$ cat config.mk
export PLATFORM = sky130hd
export DESIGN_NAME = uart_tx_feeder
export DESIGN_NICKNAME = d
export VERILOG_FILES = /design/src/rtl/uart_tx_feeder.sv
export SDC_FILE = /design/constraint.sdc
export NUM_CORES = 1
export LEC_CHECK = 0
export ABC_AREA = 1
export CORE_UTILIZATION = 50
export CTS_CLUSTER_SIZE = 14
export DETAILED_ROUTE_END_ITERATION = 12
export GPL_TIMING_DRIVEN = 0
export PLACE_DENSITY = 0.74
export REMOVE_ABC_BUFFERS = 1
export SETUP_SLACK_MARGIN = 0.3
export SYNTH_ARGS = -nofsm -noshare
export SYNTH_HDL_FRONTEND = slang
export SYNTH_SLANG_ARGS = --single-unit
export TNS_END_PERCENT = 20
$ cat constraint.sdc
create_clock -name CLK_I -period 2.9 [get_ports CLK_I]
set_input_delay 0.87 -clock CLK_I [delete_from_list [all_inputs] [get_ports CLK_I]]
set_output_delay 0.87 -clock CLK_I [all_outputs]
set_load 0.01 [all_outputs]
$ cat src/rtl/uart_tx_feeder.sv
`default_nettype none
// ============================================================================
// Module      : uart_tx_feeder
// Description : Byte FIFO in front of a UART transmitter. A producer pushes
//               bytes with a VALID/READY handshake; a three-state sequencer
//               pops one byte at a time, pulses TX_START_O for one cycle and
//               then waits for TX_DONE_I before fetching the next byte.
//
// Ports       : CLK_I       clock, all state updates on the rising edge
//               RST_I       synchronous active-high reset
//               DATA_I      byte to enqueue
//               VALID_I     producer offers DATA_I this cycle
//               READY_O     FIFO has room (write when VALID_I && READY_O)
//               TX_START_O  one-cycle start pulse to the transmitter
//               TX_DATA_O   byte presented to the transmitter
//               TX_DONE_I   one-cycle frame-finished pulse from transmitter
//               FILL_O      bytes stored, excluding the byte in flight
//               EMPTY_O     FILL_O == 0
//               BUSY_O      sequencer not idle
//
// Revision    : 1.0  initial release
// ============================================================================
module uart_tx_feeder #(
    parameter int DEPTH = 8
) (
    input  logic                     CLK_I,
    input  logic                     RST_I,
    input  logic [7:0]               DATA_I,
    input  logic                     VALID_I,
    output logic                     READY_O,
    output logic                     TX_START_O,
    output logic [7:0]               TX_DATA_O,
    input  logic                     TX_DONE_I,
    output logic [$clog2(DEPTH):0]   FILL_O,
    output logic                     EMPTY_O,
    output logic                     BUSY_O
);

    localparam int               PW      = $clog2(DEPTH);
    localparam int               CW      = PW + 1;
    localparam logic [CW-1:0]    c_DEPTH = CW'(DEPTH);

    typedef enum logic [1:0] {
        ST_IDLE  = 2'd0,
        ST_START = 2'd1,
        ST_WAIT  = 2'd2
    } state_t;

    // ------------------------------------------------------------------
    // State
    // ------------------------------------------------------------------
    logic [7:0]    mem_q [DEPTH];
    logic [PW-1:0] wr_ptr_q, wr_ptr_d;
    logic [PW-1:0] rd_ptr_q, rd_ptr_d;
    logic [CW-1:0] fill_q,   fill_d;
    logic [7:0]    tx_data_q, tx_data_d;
    state_t        state_q,  state_d;

    logic          w_push;
    logic          w_pop;
    logic          w_tx_start;

    // Ready depends only on the registered count, so a producer never sees
    // a combinational path from the sequencer's pop decision.
    assign READY_O = (fill_q < c_DEPTH);
    assign w_push  = VALID_I && READY_O;

    // Pop uses the registered count: a byte written into an empty FIFO on
    // this edge is not visible to the sequencer until the next edge.
    assign w_pop   = (state_q == ST_IDLE) && (fill_q != '0);

    // ------------------------------------------------------------------
    // FIFO next-state
    // ------------------------------------------------------------------
    always_comb begin
        wr_ptr_d  = wr_ptr_q;
        rd_ptr_d  = rd_ptr_q;
        fill_d    = fill_q;
        tx_data_d = tx_data_q;

        if (w_push) begin
            wr_ptr_d = wr_ptr_q + PW'(1);
        end
        if (w_pop) begin
            rd_ptr_d  = rd_ptr_q + PW'(1);
            tx_data_d = mem_q[rd_ptr_q];
        end

        case ({w_push, w_pop})
            2'b10:   fill_d = fill_q + CW'(1);
            2'b01:   fill_d = fill_q - CW'(1);
            default: fill_d = fill_q;
        endcase
    end

    // ------------------------------------------------------------------
    // Sequencer next-state and outputs
    // ------------------------------------------------------------------
    always_comb begin
        state_d    = state_q;
        w_tx_start = 1'b0;

        case (state_q)
            ST_IDLE: begin
                if (w_pop) begin
                    state_d = ST_START;
                end
            end
            ST_START: begin
                // TX_DONE_I is deliberately ignored here.
                w_tx_start = 1'b1;
                state_d    = ST_WAIT;
            end
            ST_WAIT: begin
                if (TX_DONE_I) begin
                    state_d = ST_IDLE;
                end
            end
            default: begin
                state_d = ST_IDLE;
            end
        endcase
    end

    // ------------------------------------------------------------------
    // Registers
    // ------------------------------------------------------------------
    always_ff @(posedge CLK_I) begin
        if (RST_I) begin
            wr_ptr_q  <= '0;
            rd_ptr_q  <= '0;
            fill_q    <= '0;
            tx_data_q <= 8'h00;
            state_q   <= ST_IDLE;
        end else begin
            wr_ptr_q  <= wr_ptr_d;
            rd_ptr_q  <= rd_ptr_d;
            fill_q    <= fill_d;
            tx_data_q <= tx_data_d;
            state_q   <= state_d;
        end
    end

    // Storage array has no reset; contents behind the pointers are don't-care.
    always_ff @(posedge CLK_I) begin
        if (w_push && !RST_I) begin
            mem_q[wr_ptr_q] <= DATA_I;
        end
    end

    assign TX_START_O = w_tx_start;
    assign TX_DATA_O  = tx_data_q;
    assign FILL_O     = fill_q;
    assign EMPTY_O    = (fill_q == '0);
    assign BUSY_O     = (state_q != ST_IDLE);

endmodule
`default_nettype wire

# After elaboration in Yosys (flattened, before gate mapping)

Memory sizes are Yosys's and may differ from the RTL's. A register that Yosys moved wholly into a read port is not among the register bits.
Cells that the tools add are included.

Input port bits: 12
Memory bits (writable): 64
Output and inout bits: 16
Memories kept: 1
Bits in registers: 12
Latch bits: 0
Memory bits (read-only): 0

Memory list:

| name  | depth | width | rd ports | clocked after Yosys merged registers in | wr ports | line | source |
|---|---|---|---|---|---|---|---|
| mem_q | 8     | 8     | 1        | 1                                       | 1        | 52   | `logic [7:0] mem_q [DEPTH];` |

Shift operators: 0
Bitwise operators: 0
Equality and inequality tests: 6
$mul: 0
Divide/modulo/power cells: 0
Order comparisons: 1
Mux-type cells: 7
Add/sub/neg operators: 4
Reductions and logical operators: 10

Operator list:

| operator                                           | number |
|---|---|
| case mux 4 bit (2 select lines)                    | 1 |
| adder 3 x 1 -> 3 bit (second input constant)       | 2 |
| case mux 2 bit (3 select lines)                    | 1 |
| adder 4 x 1 -> 4 bit (second input constant)       | 1 |
| == test 2 x 1 -> 1 bit (second input constant)     | 2 |
| == test 2 bit (second input constant)              | 2 |
| zero test 4 bit                                    | 1 |
| less-than comparator 4 bit (second input constant) | 1 |
| 2-to-1 mux 2 bit                                   | 2 |
| != test 2 bit (second input constant)              | 2 |
| nonzero test 2 bit                                 | 2 |
| nonzero test 4 bit                                 | 1 |
| subtractor 4 x 1 -> 4 bit (second input constant)  | 1 |
| logical AND 1 bit                                  | 3 |
| 2-to-1 mux 1 bit                                   | 3 |
| zero test 2 bit                                    | 1 |
| AND reduction 2 bit                                | 1 |
| zero test 1 bit                                    | 1 |

# Longest topological paths before layout

Depth in word-level cells: 5
Depth in mapped cells: 13
Gate-level depth less buffers: 13

# Worst setup path after synthesis

OpenSTA, ideal clock, no wires.

Path type: input port to flip-flop
From: in RST_I
To: mem mem_q[7][0], enable pin
Arrival: 1889 ps
Setup slack: 627 ps
Stages on the path: 4
Buffers on the path: 1
Cells stage by stage: clkbuf_1 -> inv_1 -> nand3_1 -> nor3_1

Longest elaborated chain between the ends: 4

RTL lines:

| item                                   | line | source |
|---|---|---|
| from (decl)                            | 27   | `input logic RST_I,` |
| zero test 1 bit                        | 146  | `if (w_push && !RST_I) begin` |
| logical AND 1 bit                      | 146  |  |
| 2-to-1 mux 1 bit                       | 146  |  |
| 2-to-1 mux 1 bit (not written as such) | 147  | `mem_q[wr_ptr_q] <= DATA_I;` |
| to (decl)                              | 52   |  |

No other way between the ends.

# Final worst setup path

From: in RST_I
To: mem mem_q[6][5], enable pin

Same word-level chain as after synthesis.

==> qor_table.md <==
| Group | Metric | Reported |
|:---|:---|:---|
| setup path | Critical path endpoint category | flop |
| final layout | N_diodes | 0 |
| global routing | Met3 capacity usage during global routing | 7.45% |
| global routing | Global-route wire length before repair | 11,400 um |
| setup path | Critical path's top delay family | simple AND/OR/NAND/NOR gates |
| synthesis | Synth Cell Area | 0.00366 mm^2 |
| run | Max-capacitance violation count | 0 |
| final layout | Final cell count without fillers | 501 |
| synthesis | Share of the synthesized area in compound gates (AO/OA/AOI/OAI) | 3.35% |
| global routing | Maximum number of pins on one net before global-route repair | 35 |
| global routing | Vias in the first global route | 2,503 |
| route | Detailed-route wire length per cell | 14.4 um |
| sta | Worst Skew | 7.55 ps |
| power | Leakage power | 1.73 nW |
| clock tree | Num CTS Buffers | 9 |
| synthesis | Area fraction in and, or, nand and nor cells after synthesis | 20.6% |
| sta | RSZ-0062 raised after global routing | yes |
| sta | Final setup violation count | 0 |
| synthesis | Number of cells produced by synthesis | 376 |
| final layout | Synthesis-to-finish area growth | 13.9% |
| setup path | Maximum fanout along the worst path | 17 |
| power | Final Total Pwr | 3.68 mW |
| clock tree | Worst-case clock buffer depth | 2 |
| route | DRT iter0 DRCs | 186 |
| route | DR vias | 2,557 |
| clock tree | Clock transition at path regs | 80 ps |
| setup path | Startpoint of the worst setup timing path | RST_I |
| sta | Final worst hold slack | 468 ps |
| clock tree | H-Tree Depth | 3 |
| setup path | Critical Path Stages | 4 |
| sta | Max Slew Vio Count | 0 |
| floorplanning | Die outline width | 87.6 um |
| synthesis | Number of flip-flops and latches in the synthesized netlist | 84 |
| setup path | Kind of start point of the critical path | primary input |
| setup path | Termination of the worst setup path | mem_q[6][5] |
| placement | Port Buf Inserts | 27 |
| setup path | Worst Reg-to-Reg Cells | 12 |
| synthesis | Multiplexer share of the synthesized area | 0% |
| outcome | Status | finished, final reports clean |
| sta | Final hold violations | 0 |
| synthesis | Post-synthesis sequential area ratio | 63.4% |
| synthesis | Synth Area in XOR/XNOR | 0.239% |
| power | Power per standard cell area | 881 mW/mm^2 |
| placement | Number of placed instances, taps included | 486 |
| clock tree | Clk Latency, worst-skew pair | 350 ps |
| global routing | Most utilized layer in the global route result | met2 |
| synthesis | Number of warnings issued by yosys | 0 |
| final layout | Fraction of final layout cells sized beyond drive strength 1 | 6.91% |
| floorplanning | Die area | 0.00767 mm^2 |
| clock tree | Clock tree from TritonCTS | yes |
| final layout | Number of nets in the layout | 419 |
| setup path | CP max-delay cell | sky130_fd_sc_hd__nor2_1 |
| floorplanning | Initial Util | 52.7% |
| floorplanning | Core footprint | 0.00694 mm^2 |
| route | Residual DRC | 0 |
| setup path | Critical path cell sequence | dlygate4sd2_1, inv_1, nand3_1, nor2_1 |
| clock tree | Post-CTS Setup Repair Bufs | 0 |
| synthesis | Number of distinct library cells after synthesis | 23 |
| sta | Max-Slew Margin vs Limit | 10.6% |
| sta | Maximum frequency from static timing analysis | 379 MHz |
| floorplanning | FP Rows | 30 |
| setup path | CP Buf/Inv Count | 2 |
| global routing | Met2 capacity usage during global routing | 34.9% |
| floorplanning | Number of I/O pins | 28 |
| setup path | Reg-to-reg critical path endpoint | FILL_O[3] |
| global routing | Aggregate global routing overflow | 0 |
| setup path | Arrival time of the worst setup path | 2620 ps |
| sta | Transition time at the pin with the least slew margin | 1340 ps |
| setup path | Start-to-end type of the worst setup path | in -> reg |
| route | Total wirelength of the detailed-routed design | 7210 um |
| min path | Hold WC Path Type | reg -> reg |
| setup path | Required time at the endpoint of the critical path | 2870 ps |
| synthesis | Post-synthesis share of cell area spent on full adders, half adders and majority gates | 2.26% |
| sta | Time the worst path needs with I/O delays and setup | 2640 ps |
| placement | Detailed-placement wirelength estimate | 4480 um |
| route | Number of detailed-route iterations in the first pass | 4 |
| route | Via-to-Cell Ratio | 5.10 |
| route | Number of nets with antenna violations after detailed routing | 0 |
| floorplanning | Die outline height | 87.6 um |
| synthesis | Post-Syn Area per Cell | 9.74 um^2 |
| global routing | Initial antenna violation count | 0 |
| synthesis | Dominant combinational cell family by area after synthesis | simple AND/OR/NAND/NOR gates |
| clock tree | Clk sink count | 84 |
| setup path | Largest stage delay on the critical path | 730 ps |
| setup path | Reg-to-reg critical path startpoint | FILL_O[0] |
| setup path | Worst-case register-to-register setup slack | 580 ps |
| placement | Final Wtd Congestion | 0.841 |
| clock tree | CTS Root Cell | sky130_fd_sc_hd__clkbuf_8 |
| global routing | Overall routing resource usage | 20.9% |
| global routing | Met1 track utilization from global routing | 23.4% |
| sta | Final cycle utilization of the critical path | 91.0% |
| power | Worst vdd ir | 0.454 mV |
==> kinds of logic (layout without fill, tap and decap cells) <==
logic type	Yosys count	count (layout)
compound gates	24	24
buf+inv	81	110
simple gates	180	180
flops	84	84
fa+ha+maj	6	6
xor+xnor	1	1
==> through the flow <==
step                      instance area (um^2)  setup WS (ps)  TNS, ps  utilization, %
after floorplan                           3550            716        0               -
after global placement                    3940           -901   -31760            56.8
after detailed placement                  3960           -507   -23660            57.0
after CTS                                 4170            295        0            60.1
after global routing                      4170            182        0            60.1
final                                     4170            260        0            60.1
==> flip-flops by register name, indices dropped and copies added, names as in the netlist <==
register and count:
FILL_O 4, TX_DATA_O 8, mem_q 64, rd_ptr_q 3
state_q 2, wr_ptr_q 3
==> cells in the mapped netlist <==
library cell / number / area, um^2
sky130_fd_sc_hd__a211oi_1: 1 / 7.51
sky130_fd_sc_hd__a21oi_1: 16 / 80.1
sky130_fd_sc_hd__buf_2: 4 / 20.0
sky130_fd_sc_hd__buf_4: 2 / 15.0
sky130_fd_sc_hd__buf_6: 6 / 67.6
sky130_fd_sc_hd__clkbuf_1: 2 / 7.51
sky130_fd_sc_hd__clkinv_1: 1 / 3.75
sky130_fd_sc_hd__dfxtp_1: 20 / 400
sky130_fd_sc_hd__edfxtp_1: 64 / 1920
sky130_fd_sc_hd__fa_1: 1 / 20.0
sky130_fd_sc_hd__ha_1: 5 / 62.6
sky130_fd_sc_hd__inv_1: 63 / 236
sky130_fd_sc_hd__inv_2: 1 / 3.75
sky130_fd_sc_hd__inv_4: 1 / 6.26
sky130_fd_sc_hd__inv_6: 1 / 8.76
sky130_fd_sc_hd__nand2_1: 107 / 402
sky130_fd_sc_hd__nand2_2: 1 / 6.26
sky130_fd_sc_hd__nand3_1: 54 / 270
sky130_fd_sc_hd__nor2_1: 12 / 45.0
sky130_fd_sc_hd__nor3_1: 4 / 20.0
sky130_fd_sc_hd__o21ai_0: 7 / 35.0
sky130_fd_sc_hd__or2_2: 2 / 12.5
sky130_fd_sc_hd__xnor2_1: 1 / 8.76
==> placed cells by master (no fill, tap or decap) <==
cell type	synthesis	layout
sky130_fd_sc_hd__a211oi_1	1	1
sky130_fd_sc_hd__a21oi_1	16	16
sky130_fd_sc_hd__buf_4	2	1
sky130_fd_sc_hd__bufinv_16	0	1
sky130_fd_sc_hd__clkbuf_1	2	1
sky130_fd_sc_hd__clkbuf_8	0	9
sky130_fd_sc_hd__clkdlybuf4s50_1	0	26
sky130_fd_sc_hd__clkinv_1	1	1
sky130_fd_sc_hd__clkinv_4	0	1
sky130_fd_sc_hd__clkinvlp_4	0	2
sky130_fd_sc_hd__dfxtp_1	20	20
sky130_fd_sc_hd__dlygate4sd2_1	0	1
sky130_fd_sc_hd__edfxtp_1	64	64
sky130_fd_sc_hd__fa_1	1	1
sky130_fd_sc_hd__ha_1	5	5
sky130_fd_sc_hd__inv_1	63	63
sky130_fd_sc_hd__inv_2	1	1
sky130_fd_sc_hd__inv_4	1	1
sky130_fd_sc_hd__inv_6	1	2
sky130_fd_sc_hd__nand2_1	107	107
sky130_fd_sc_hd__nand2_2	1	1
sky130_fd_sc_hd__nand3_1	54	54
sky130_fd_sc_hd__nor2_1	12	9
sky130_fd_sc_hd__nor2_2	0	2
sky130_fd_sc_hd__nor2_4	0	1
sky130_fd_sc_hd__nor3_2	0	4
sky130_fd_sc_hd__o21ai_0	7	7
sky130_fd_sc_hd__or2_2	2	2
sky130_fd_sc_hd__xnor2_1	1	1
==> per-layer routing <==
layer,vias up,routed length (um)
li1,1261,-
met1,1172,2800
met2,103,3610
met3,21,613
met4,0,187
met5,-,0
==> report_power, final <==
part	internal, mW	switching (mW)
Combinational	0.527	0.745
Clock	0.398	0.401
Sequential	1.43	0.171
Total	2.36	1.32
==> timing repair <==
| item | 4_1_cts | 5_1_grt |
|---|---|---|
| hold buffers | 0 | 0 |
| gates resized for setup | 7 | 0 |
| endpoints found under the hold margin | 0 | 0 |
| endpoints found under the setup margin | 52 | 16 |
==> area by class of cell <==
cell class,count,area [um^2]
fill,549,2770
sequential,84,2320
multi-input combinational,211,1000
inverter,67,259
timing repair buffer,28,277
clock buffer,10,128
clock inverter,5,62.6
tap,96,120
==> tightest hold or removal path: stages, from the launching register on <==
cell and delay, ps:
sky130_fd_sc_hd__dfxtp_1 310, sky130_fd_sc_hd__nand2_1 60, sky130_fd_sc_hd__a21oi_1 50
==> worst min-delay path by stage <==
stage | cells after the start | endpoint | startpoint
after floorplan | 1 | state_q[1] | state_q[1]
after global placement | 2 | TX_DATA_O[3] | TX_DATA_O[3]
after detailed placement | 2 | TX_DATA_O[5] | TX_DATA_O[5]
after CTS | 2 | TX_DATA_O[5] | TX_DATA_O[5]
after global routing | 2 | TX_DATA_O[5] | TX_DATA_O[5]
final | 2 | TX_DATA_O[1] | TX_DATA_O[1]
No activity file was read; power rests on OpenSTA's default activity.
==> variant: new RTL, config.mk and constraints unchanged <==
Take the reset off `tx_data_q` and load it in a clocked block of its own.
--- a/src/rtl/uart_tx_feeder.sv
+++ b/src/rtl/uart_tx_feeder.sv
@@ -130,15 +130,17 @@
             wr_ptr_q  <= '0;
             rd_ptr_q  <= '0;
             fill_q    <= '0;
-            tx_data_q <= 8'h00;
             state_q   <= ST_IDLE;
         end else begin
             wr_ptr_q  <= wr_ptr_d;
             rd_ptr_q  <= rd_ptr_d;
             fill_q    <= fill_d;
-            tx_data_q <= tx_data_d;
             state_q   <= state_d;
         end
+    end
+
+    always_ff @(posedge CLK_I) begin
+        tx_data_q <= tx_data_d;
     end
 
     // Storage array has no reset; contents behind the pointers are don't-care.
Function: differs if RST_I is asserted again (counterexample within 4 cycles, from zero or initial values and one cycle with RST_I high); with RST_I held inactive, the same outputs for 10 cycles.
==> variant against the unedited design <==
Area after synthesis fell by 4.1%; routed wire length fell by 8.6%; total power fell by 0.50%; final cell count fell by 10%; largest cell class unchanged; critical path type unchanged; utilization fell by 0.94 points; cell area fell by 3.7%; sequential power rose by 2%; worst setup slack improved by 0.17 ns; clock power rose by 7.3%; sequential cell count did not move.
==> variant: results (changes against the unedited design) <==
- Post-CTS resize count: 1 (-6)
- Synth Area in Compound Gates: 6.70% (+3.3 points)
- Run status: completed
- Largest net degree at the start of global routing: 36 (+2.9%)
- Power attributed to sequential cells: 1.65 mW (+2%)
- Leakage power of the design: 1.50 nW (-13%)
- Max Clock Skew: 0.0130 ns (+0.00545 ns)
- Post-synthesis xor/xnor area fraction: 0.499% (+0.26 points)
- Clock power frac: 23.4% (+1.7 points)
- Power Density: 910 nW/um^2 (+3.3%)
- Detail-routed net length per standard cell: 14.7 microns (+1.9%)
- Routed wire length: 6.59 mm (-8.6%)
- Die area: 7360 sq um (-4.0%)
- Headroom to the max-slew limit: 40.7% (+30 points)
- Via count of the first global-routing pass: 2,072 (-17%)
- Portion of the post-synthesis area used by sequential elements: 68.4% (+5.0 points)
- Most area-consuming cells after synthesis: edfxtp_1 62%, nor2_1 8.6%, dfxtp_1 6.8%, nand2_1 6.2%, o21ai_1 4.1%
- Net total in the final layout: 366 (-13%)
- First-pass iteration count of the detailed router: 5 (+1)
- Post-Syn Area per Cell: 10.9 sq um (+12%)
- Inst Count DP: 433 (-11%)
- Placed inst area: 3800 sq um (-4.1%)
- Worst reg-to-reg path cell count: 11 (-1)
- Routability-driven placement congestion ratio: 0.858 (+2.1%)
- Number of enable flip-flop cells after synthesis: 72 (+13%)
- Unique masters post-synth: 21 (-8.7%)
- Wire length of the first global-routing pass: 10.4 mm (-9.1%)
- Fraction of layout cells with a size suffix above 1: 7.37% (+0.45 points)
- Maximum fanout along the worst path: 8 (-9)
- Slowest Stage Delay on Critical Path: 0.70 ns (-0.03 ns)
- DR vias: 2,234 (-13%)
- Arr. time, crit path: 2.45 ns (-0.17 ns)
[variant: worst max-delay path, delay by kind of cell]
kind | cells | cell delay (ns)
buf+inv | 1 | 0.54
simple gates | 3 | 1.03
[variant: worst paths after layout]
check | start | endpoint | slack [ns]
worst max-delay path | RST_I | mem_q[5][7] | 0.43
worst min-delay path | wr_ptr_q[1] | wr_ptr_q[1] | 0.56
worst max register to register | FILL_O[0] | FILL_O[3] | 0.57
worst min register to register | wr_ptr_q[1] | wr_ptr_q[1] | 0.56
[variant: cell type report]
type / instances / area, sq um
Multi-Input combinational cell: 205 / 937
Sequential cell: 84 / 2400
Inverter: 21 / 81.3
Timing Repair Buffer: 27 / 270
Clock buffer: 9 / 124
Clock inverter: 7 / 80.1
Tap cell: 96 / 120
Fill cell: 546 / 2780
[variant: layer usage]
layer / track usage, % / share of wire (%) / vias to the layer above
met5: 0 / 0 / -
met4: 7.88 / 1.2 / 0
met3: 4.62 / 4.5 / 6
met2: 32.5 / 51 / 67
met1: 24.6 / 44 / 1033
li1: - / - / 1128
